==> src/rtl/fetch_line_unpacker_if.sv <==
// Handshake bundle between the line unpacker, the bus-fetch FSM and decode.
// The master side drives the requests and beats; the slave side is the unpacker.
interface fetch_line_unpacker_if #(
    parameter int ADDR_WIDTH     = 64,
    parameter int BUS_DATA_WIDTH = 64
);
    logic                      start_valid;
    logic [ADDR_WIDTH-1:0]     start_pc;
    logic                      line_req_valid;
    logic [ADDR_WIDTH-1:0]     line_req_addr;
    logic                      line_req_ack;
    logic                      beat_valid;
    logic [BUS_DATA_WIDTH-1:0] beat_data;
    logic                      inst_valid;
    logic [31:0]               inst;
    logic [ADDR_WIDTH-1:0]     inst_pc;
    logic                      inst_ready;
    logic                      busy;

    modport master (
        output start_valid, start_pc, line_req_ack, beat_valid, beat_data, inst_ready,
        input  line_req_valid, line_req_addr, inst_valid, inst, inst_pc, busy
    );

    modport slave (
        input  start_valid, start_pc, line_req_ack, beat_valid, beat_data, inst_ready,
        output line_req_valid, line_req_addr, inst_valid, inst, inst_pc, busy
    );
endinterface

==> src/rtl/fetch_line_unpacker.sv <==
// Requests cache-line reads, buffers the returned beats and streams 32-bit
// instructions with their PC to decode; redirects abandon and drain any line in flight.
module fetch_line_unpacker #(
    parameter int BUS_DATA_WIDTH = 64,
    parameter int LINE_BEATS     = 8,
    parameter int ADDR_WIDTH     = 64
) (
    input  logic                 clk,
    input  logic                 reset,
    fetch_line_unpacker_if.slave fb
);
    localparam int BEAT_BYTES = BUS_DATA_WIDTH / 8;
    localparam int LINE_BYTES = LINE_BEATS * BEAT_BYTES;
    localparam int OFF_W      = $clog2(LINE_BYTES);
    localparam int BEAT_LSB   = $clog2(BEAT_BYTES);
    localparam int BIDX_W     = OFF_W - BEAT_LSB;
    localparam int CNT_W      = $clog2(LINE_BEATS + 1);
    localparam logic [CNT_W-1:0] FULL = CNT_W'(LINE_BEATS);

    typedef enum logic [1:0] {IDLE, REQ, FILL, FLUSH} state_e;

    state_e                    state_q, state_d;
    logic [ADDR_WIDTH-1:0]     pc_q, pc_d;
    logic [CNT_W-1:0]          fill_cnt_q, fill_cnt_d;
    logic [CNT_W-1:0]          drop_cnt_q, drop_cnt_d;
    logic [BUS_DATA_WIDTH-1:0] line_q [LINE_BEATS];

    logic [BIDX_W-1:0]         beat_idx;
    logic [BEAT_LSB-1:0]       byte_off;
    logic [BUS_DATA_WIDTH-1:0] cur_beat;
    logic [31:0]               cur_word;
    logic                      word_ready;
    logic                      last_word;
    logic                      capture;
    logic [CNT_W-1:0]          beat_inc;
    logic [CNT_W-1:0]          fill_rem;
    logic [ADDR_WIDTH-1:0]     redirect_pc;
    logic [ADDR_WIDTH-1:0]     next_pc;
    logic [ADDR_WIDTH-1:0]     line_addr;

    function automatic logic [31:0] select_word(input logic [BUS_DATA_WIDTH-1:0] beat,
                                                input logic [BEAT_LSB-1:0]       off);
        logic [BUS_DATA_WIDTH-1:0] sh;
        sh = beat >> {off, 3'b000};
        return sh[31:0];
    endfunction

    assign beat_idx    = pc_q[OFF_W-1:BEAT_LSB];
    assign byte_off    = pc_q[BEAT_LSB-1:0];
    assign cur_beat    = line_q[beat_idx];
    assign cur_word    = select_word(cur_beat, byte_off);
    assign word_ready  = CNT_W'(beat_idx) < fill_cnt_q;
    assign last_word   = &pc_q[OFF_W-1:2];
    assign capture     = (state_q == FILL) && fb.beat_valid && (fill_cnt_q < FULL);
    assign beat_inc    = CNT_W'(capture);
    // Beats still owed by the bus after abandoning the current fill, including one arriving now.
    assign fill_rem    = FULL - fill_cnt_q - beat_inc;
    assign redirect_pc = fb.start_pc & ~ADDR_WIDTH'(3);
    assign next_pc     = pc_q + ADDR_WIDTH'(4);
    assign line_addr   = {pc_q[ADDR_WIDTH-1:OFF_W], OFF_W'(0)};
    assign fb.busy     = (state_q != IDLE);

    always_comb begin
        state_d           = state_q;
        pc_d              = pc_q;
        fill_cnt_d        = fill_cnt_q;
        drop_cnt_d        = drop_cnt_q;
        fb.line_req_valid = 1'b0;
        fb.line_req_addr  = '0;
        fb.inst_valid     = 1'b0;
        fb.inst           = '0;
        fb.inst_pc        = pc_q;

        unique case (state_q)
            IDLE: begin
                if (fb.start_valid) begin
                    pc_d    = redirect_pc;
                    state_d = REQ;
                end
            end

            REQ: begin
                fb.line_req_valid = 1'b1;
                fb.line_req_addr  = line_addr;
                if (fb.start_valid) begin
                    pc_d = redirect_pc;
                    // An accepted request still returns a whole line that must be drained.
                    if (fb.line_req_ack) begin
                        state_d    = FLUSH;
                        drop_cnt_d = FULL;
                    end
                end else if (fb.line_req_ack) begin
                    state_d    = FILL;
                    fill_cnt_d = '0;
                end
            end

            FILL: begin
                if (capture) begin
                    fill_cnt_d = fill_cnt_q + CNT_W'(1);
                end
                if (fb.start_valid) begin
                    pc_d = redirect_pc;
                    if (fill_rem == '0) begin
                        state_d = REQ;
                    end else begin
                        state_d    = FLUSH;
                        drop_cnt_d = fill_rem;
                    end
                end else begin
                    fb.inst_valid = word_ready;
                    fb.inst       = word_ready ? cur_word : '0;
                    if (word_ready && fb.inst_ready) begin
                        pc_d = next_pc;
                        if (last_word) begin
                            state_d = REQ;
                        end
                    end
                end
            end

            FLUSH: begin
                if (fb.start_valid) begin
                    pc_d = redirect_pc;
                end
                if (fb.beat_valid && (drop_cnt_q != '0)) begin
                    drop_cnt_d = drop_cnt_q - CNT_W'(1);
                end
                if (drop_cnt_d == '0) begin
                    state_d = REQ;
                end
            end

            default: state_d = IDLE;
        endcase
    end

    always_ff @(posedge clk) begin
        if (reset) begin
            state_q    <= IDLE;
            pc_q       <= '0;
            fill_cnt_q <= '0;
            drop_cnt_q <= '0;
        end else begin
            state_q    <= state_d;
            pc_q       <= pc_d;
            fill_cnt_q <= fill_cnt_d;
            drop_cnt_q <= drop_cnt_d;
        end
    end

    // Line buffer is pure data; validity is tracked by fill_cnt_q alone.
    always_ff @(posedge clk) begin
        if (capture) begin
            line_q[fill_cnt_q[BIDX_W-1:0]] <= fb.beat_data;
        end
    end
endmodule
==> src/flat_wrapper.sv <==
// flat-port wrapper written by rule: the top's interface ports become plain ports
module fetch_line_unpacker_flat 
#(
    parameter int BUS_DATA_WIDTH = 64,
    parameter int LINE_BEATS     = 8,
    parameter int ADDR_WIDTH     = 64
)
  (clk, reset, fb_start_valid, fb_start_pc, fb_line_req_ack, fb_beat_valid, fb_beat_data, fb_inst_ready, fb_line_req_valid, fb_line_req_addr, fb_inst_valid, fb_inst, fb_inst_pc, fb_busy);
  fetch_line_unpacker_if #(.ADDR_WIDTH(ADDR_WIDTH), .BUS_DATA_WIDTH(BUS_DATA_WIDTH)) fb_i ();
  input  logic clk;
  input  logic reset;
  input wire logic [$bits(fb_i.start_valid)-1:0] fb_start_valid;
  input wire logic [$bits(fb_i.start_pc)-1:0] fb_start_pc;
  input wire logic [$bits(fb_i.line_req_ack)-1:0] fb_line_req_ack;
  input wire logic [$bits(fb_i.beat_valid)-1:0] fb_beat_valid;
  input wire logic [$bits(fb_i.beat_data)-1:0] fb_beat_data;
  input wire logic [$bits(fb_i.inst_ready)-1:0] fb_inst_ready;
  output wire logic [$bits(fb_i.line_req_valid)-1:0] fb_line_req_valid;
  output wire logic [$bits(fb_i.line_req_addr)-1:0] fb_line_req_addr;
  output wire logic [$bits(fb_i.inst_valid)-1:0] fb_inst_valid;
  output wire logic [$bits(fb_i.inst)-1:0] fb_inst;
  output wire logic [$bits(fb_i.inst_pc)-1:0] fb_inst_pc;
  output wire logic [$bits(fb_i.busy)-1:0] fb_busy;
  assign fb_i.start_valid = fb_start_valid;
  assign fb_i.start_pc = fb_start_pc;
  assign fb_i.line_req_ack = fb_line_req_ack;
  assign fb_i.beat_valid = fb_beat_valid;
  assign fb_i.beat_data = fb_beat_data;
  assign fb_i.inst_ready = fb_inst_ready;
  assign fb_line_req_valid = fb_i.line_req_valid;
  assign fb_line_req_addr = fb_i.line_req_addr;
  assign fb_inst_valid = fb_i.inst_valid;
  assign fb_inst = fb_i.inst;
  assign fb_inst_pc = fb_i.inst_pc;
  assign fb_busy = fb_i.busy;
  fetch_line_unpacker #(.BUS_DATA_WIDTH(BUS_DATA_WIDTH), .LINE_BEATS(LINE_BEATS), .ADDR_WIDTH(ADDR_WIDTH)) u_core (.clk(clk), .reset(reset), .fb(fb_i));
endmodule
==> config.mk <==
export PLATFORM = sky130hd
export DESIGN_NAME = fetch_line_unpacker_flat
export DESIGN_NICKNAME = d
export VERILOG_FILES = /design/src/rtl/fetch_line_unpacker_if.sv /design/src/rtl/fetch_line_unpacker.sv /design/src/flat_wrapper.sv
export SDC_FILE = /design/constraint.sdc
export NUM_CORES = 1
export LEC_CHECK = 0
export ABC_AREA = 0
export CAP_MARGIN = 15
export CORE_MARGIN = 10
export CORE_UTILIZATION = 56
export CTS_CLUSTER_SIZE = 24
export DETAILED_ROUTE_END_ITERATION = 10
export PLACE_DENSITY = 0.84
export SYNTH_ARGS = -nofsm -noshare
export SYNTH_HDL_FRONTEND = slang
export SYNTH_SLANG_ARGS = --single-unit
==> constraint.sdc <==
create_clock -name clk -period 8 [get_ports clk]
set_input_delay 0.8 -clock clk [delete_from_list [all_inputs] [get_ports clk]]
set_output_delay 0.8 -clock clk [all_outputs]
set_load 0.03 [all_outputs]
==> reports/qor_table.md <==
| Result | This run |
|---|---|
| Vias in the first global route | 15800 |
| Pre-CTS worst setup slack | 3.47 ns |
| Die Area | 53400 um2 |
| Initial core utilization | 56.5% |
| Hold_sp | u_core.state_q[1] |
| Number of enable-type register cells in the synthesized netlist | 512 |
| Worst-margin pin slew | 1.15 ns |
| PD cells | 231 nW/um2 |
| Signed area change from the synthesized netlist to the final layout | 21.5% |
| Worst max-slew margin expressed relative to the limit | 23.4% |
| Maximum fanout count along the critical path | 68 |
| Top cells by area in the synthesized netlist | sky130_fd_sc_hd__edfxtp_1 (62%), sky130_fd_sc_hd__mux4_2 (14%), sky130_fd_sc_hd__dfxtp_1 (6.0%) |
| Std-Cell Core Area | 44100 um2 |
| Final setup slack of the worst path | 2.94 ns |
| Layout Nets | 1879 |
| Area occupied by registers | 16900 um2 |
| Sequential area share after synthesis | 67.7% |
| Routed WL per cell | 29.0 um |
| Flop and latch count out of synthesis | 587 |
| Post-route DRC violation count | 0 |
| Synth warnings | 0 |
| Synth Instances | 1461 |
| Aggregate negative setup slack | 0 ns |
| Placed wire-length estimate after detailed placement | 40.7 mm |
| Global placement routability congestion | 0.951 |
| Mean post-synth cell area | 17.1 um2 |
| Area leader, netlist | sky130_fd_sc_hd__edfxtp_1 |
| Via/cell ratio | 6.52 |
| Number of gates resized after CTS | 0 |
| Buffers inserted by post-CTS timing repair | 0 |
| Share of synthesized flip-flops with an asynchronous set or reset | 0% |
| Horizontal die dimension | 231 um |
| Maximum VDD drop | 246 uV |
| Clock-pin slew on the worst setup and hold paths | 0.06 ns |
| Setup skew after layout | 0.0358 ns |
| Number of cells on the worst reg-to-reg path | 6 |
| Final setup violation count | 0 |
| Detailed Route Iter0 Violations | 1785 |
| Number of stages on the worst hold path | 2 |
| Clock period minus final worst setup slack | 5.06 ns |
| Router iterations before antenna repair | 6 |
| Vert. Die Dim | 231 um |
| Max Clock Freq | 197 MHz |
| Latest clock arrival within the worst-skew pair | 0.63 ns |
| CP Data Required Time | 7.20 ns |
| Final worst path period share | 63.3% |
| Total Power | 7.00 mW |
| Initial antenna violation count | 7 |
| Fraction of final layout cells sized beyond drive strength 1 | 16.9% |
| CTS buffer count | 56 |
| Overflow left after global routing | 0 |
| Number of pins exceeding their max-slew limit in the final report | 0 |
| Worst hold path class | flop to flop |
| Multi-input combinational cell area | 7610 um2 |
| Kind of capture point of the worst setup path | primary output |
| Maximum clock insertion buffer count | 3 |
| Reg-to-reg critical path startpoint | u_core.state_q[0] |
| First-pass GRT wire length | 102 mm |
| Slack of the worst reg-to-reg path | 4.42 ns |
| All-Layer GR Usage | 25.4% |
| Cell chosen for the clock root | sky130_fd_sc_hd__clkbuf_16 |
| CTS tree | done |
| Kind of start point of the critical path | flop |
| Depth of the CTS H-tree | 2 |
| Post-cts hold buffer count | 0 |
| Arrival time of the worst setup path | 4.26 ns |
| Critical path start-end classification | flop to primary output |
| Leakage power summed over all cells | 9.41 nW |
| Num Clock Sinks | 587 |
| Fill count | 2886 |
| Std cell rows | 77 |
| Total via count in the routed design | 15500 |
| Unrepaired setup endpoints after global routing | no |
| Outcome | finished clean |
| Count of different cell masters after synthesis | 79 |
| Port buffer count | 286 |
| WL final | 68.8 mm |
| Endpoint of the most critical register-to-register path | u_core.line_q[3][46] |
| Worst min-delay path endpoint | u_core.state_q[1] |
| Worst hold margin | 0.535 ns |
| Maximum number of pins on one net before global-route repair | 81 |
| Post-Synthesis Cell Area | 24900 um2 |
| Number of standard cells in the layout, taps in and fillers out | 2372 |
| Number of cells after detailed placement | 2266 |
| Number of hold-slack violations in the final timing report | 0 |
| Total of max-cap violations | 0 |
| Proportion of netlist area held by the largest area contributor | 61.7% |
| I/O pin total | 297 |
| Number of antenna-violating nets in the routed design | 0 |
| Main flop type after synthesis | sky130_fd_sc_hd__edfxtp_1 |
state kept, by name, summed over array words and instances (netlist names), named ones only:
name / cells
u_core.state_q: 2
u_core.fb.inst_pc: 62
u_core.drop_cnt_q: 4
u_core.line_q: 512
u_core.fill_cnt_q: 4
critical path, cell delays in order, from the launching register on:
cell and delay, ns:
sky130_fd_sc_hd__dfxtp_4 0.94, sky130_fd_sc_hd__buf_4 0.88, sky130_fd_sc_hd__mux4_2 0.45, sky130_fd_sc_hd__mux4_2 0.48, sky130_fd_sc_hd__nor2b_1 0.18, sky130_fd_sc_hd__clkdlybuf4s50_1 0.65
power breakdown:
group	leakage, nW	switching [mW]	internal (mW)
Combinational	3.25	0.407	0.367
Sequential	5.22	0.0914	3.36
Clock	0.937	1.14	1.63
Total	9.41	1.64	5.36
kinds of logic (layout without fill, tap and decap cells):
logic type,Yosys count,in the layout,share of synthesized area [%]
flip-flops,587,587,67.7
XOR/XNOR,17,17,0.657
multiplexers,165,165,14.7
other,1,10,0.0150
adder cells (fa/ha/maj),13,13,0.652
AO/OA/AOI/OAI,181,181,5.78
AND/OR/NAND/NOR,371,371,8.43
buffers and inverters,126,436,2.13
through the flow:
stage / util (%) / area, um2
final: 68.6 / 30300
after global routing: 68.6 / 30300
after CTS: 68.6 / 30300
after detailed placement: 64.3 / 28400
after global placement: 64.3 / 28400
after floorplan: - / 25000
area by class of cell:
type,count,area share (%)
Timing Repair Buffer,307,10.0
Inverter,25,0.310
Tap cell,592,2.45
Antenna cell,2,0.0165
Multi-Input combinational cell,755,25.1
Clock buffer,64,4.80
Sequential cell,587,55.8
Clock inverter,40,1.55
cell usage after synthesis, types with 5 or more instances:
master,number
sky130_fd_sc_hd__edfxtp_1,512
sky130_fd_sc_hd__mux4_2,160
sky130_fd_sc_hd__dfxtp_1,75
sky130_fd_sc_hd__nor2_1,74
sky130_fd_sc_hd__and2_1,66
sky130_fd_sc_hd__clkbuf_1,66
sky130_fd_sc_hd__nand2_1,44
sky130_fd_sc_hd__nor2b_1,39
sky130_fd_sc_hd__a211oi_1,26
sky130_fd_sc_hd__inv_1,25
sky130_fd_sc_hd__a311oi_1,23
sky130_fd_sc_hd__nand3_1,22
sky130_fd_sc_hd__nand4_1,22
sky130_fd_sc_hd__nor3_1,22
sky130_fd_sc_hd__a21oi_1,18
sky130_fd_sc_hd__o31ai_1,17
sky130_fd_sc_hd__o21ai_0,16
sky130_fd_sc_hd__nor4_1,14
sky130_fd_sc_hd__buf_2,13
sky130_fd_sc_hd__ha_1,13
sky130_fd_sc_hd__and4_1,12
sky130_fd_sc_hd__buf_1,12
sky130_fd_sc_hd__or4_1,11
sky130_fd_sc_hd__buf_4,9
sky130_fd_sc_hd__nand2b_1,9
sky130_fd_sc_hd__xnor2_1,9
sky130_fd_sc_hd__a2111oi_0,8
sky130_fd_sc_hd__and3_1,8
sky130_fd_sc_hd__xor2_1,7
sky130_fd_sc_hd__or3_1,6
sky130_fd_sc_hd__o2111a_1,5
sky130_fd_sc_hd__o211ai_1,5
sky130_fd_sc_hd__o41ai_1,5
per-layer routing:
metal	wire length [um]	up-vias	part of all wire [%]	global-route usage, %
met2	34800	958	51	43.0
met1	25100	7794	36	31.0
met4	2400	12	3.5	9.52
met3	6500	185	9.4	6.43
li1	-	6506	-	-
met5	74	-	0.11	0
worst max-delay path by stage:
stage                            from                   to  slack [ns]  cells after the start
floorplan           u_core.state_q[0]  u_core.line_q[1][0]        1.72                      6
global route                     flop           fb_inst[9]        2.68                      5
detailed placement               flop          fb_inst[15]        3.47                      5
CTS                              flop           fb_inst[9]        2.83                      5
global placement                 flop          fb_inst[15]        3.51                      5
finish                           flop          fb_inst[17]        2.94                      5
cell usage in the layout, fill, tap and decap left out, drive strengths merged, types with 25 or more instances in the layout:
master / instances
edfxtp: 512
clkdlybuf4s50: 285
mux4: 160
dfxtp: 75
nor2: 75
and2: 66
clkbuf: 64
nand2: 44
nor2b: 39
inv: 28
a211oi: 27
nand4: 25
clkinv: 25
No activity file was read; power rests on OpenSTA's default activity.
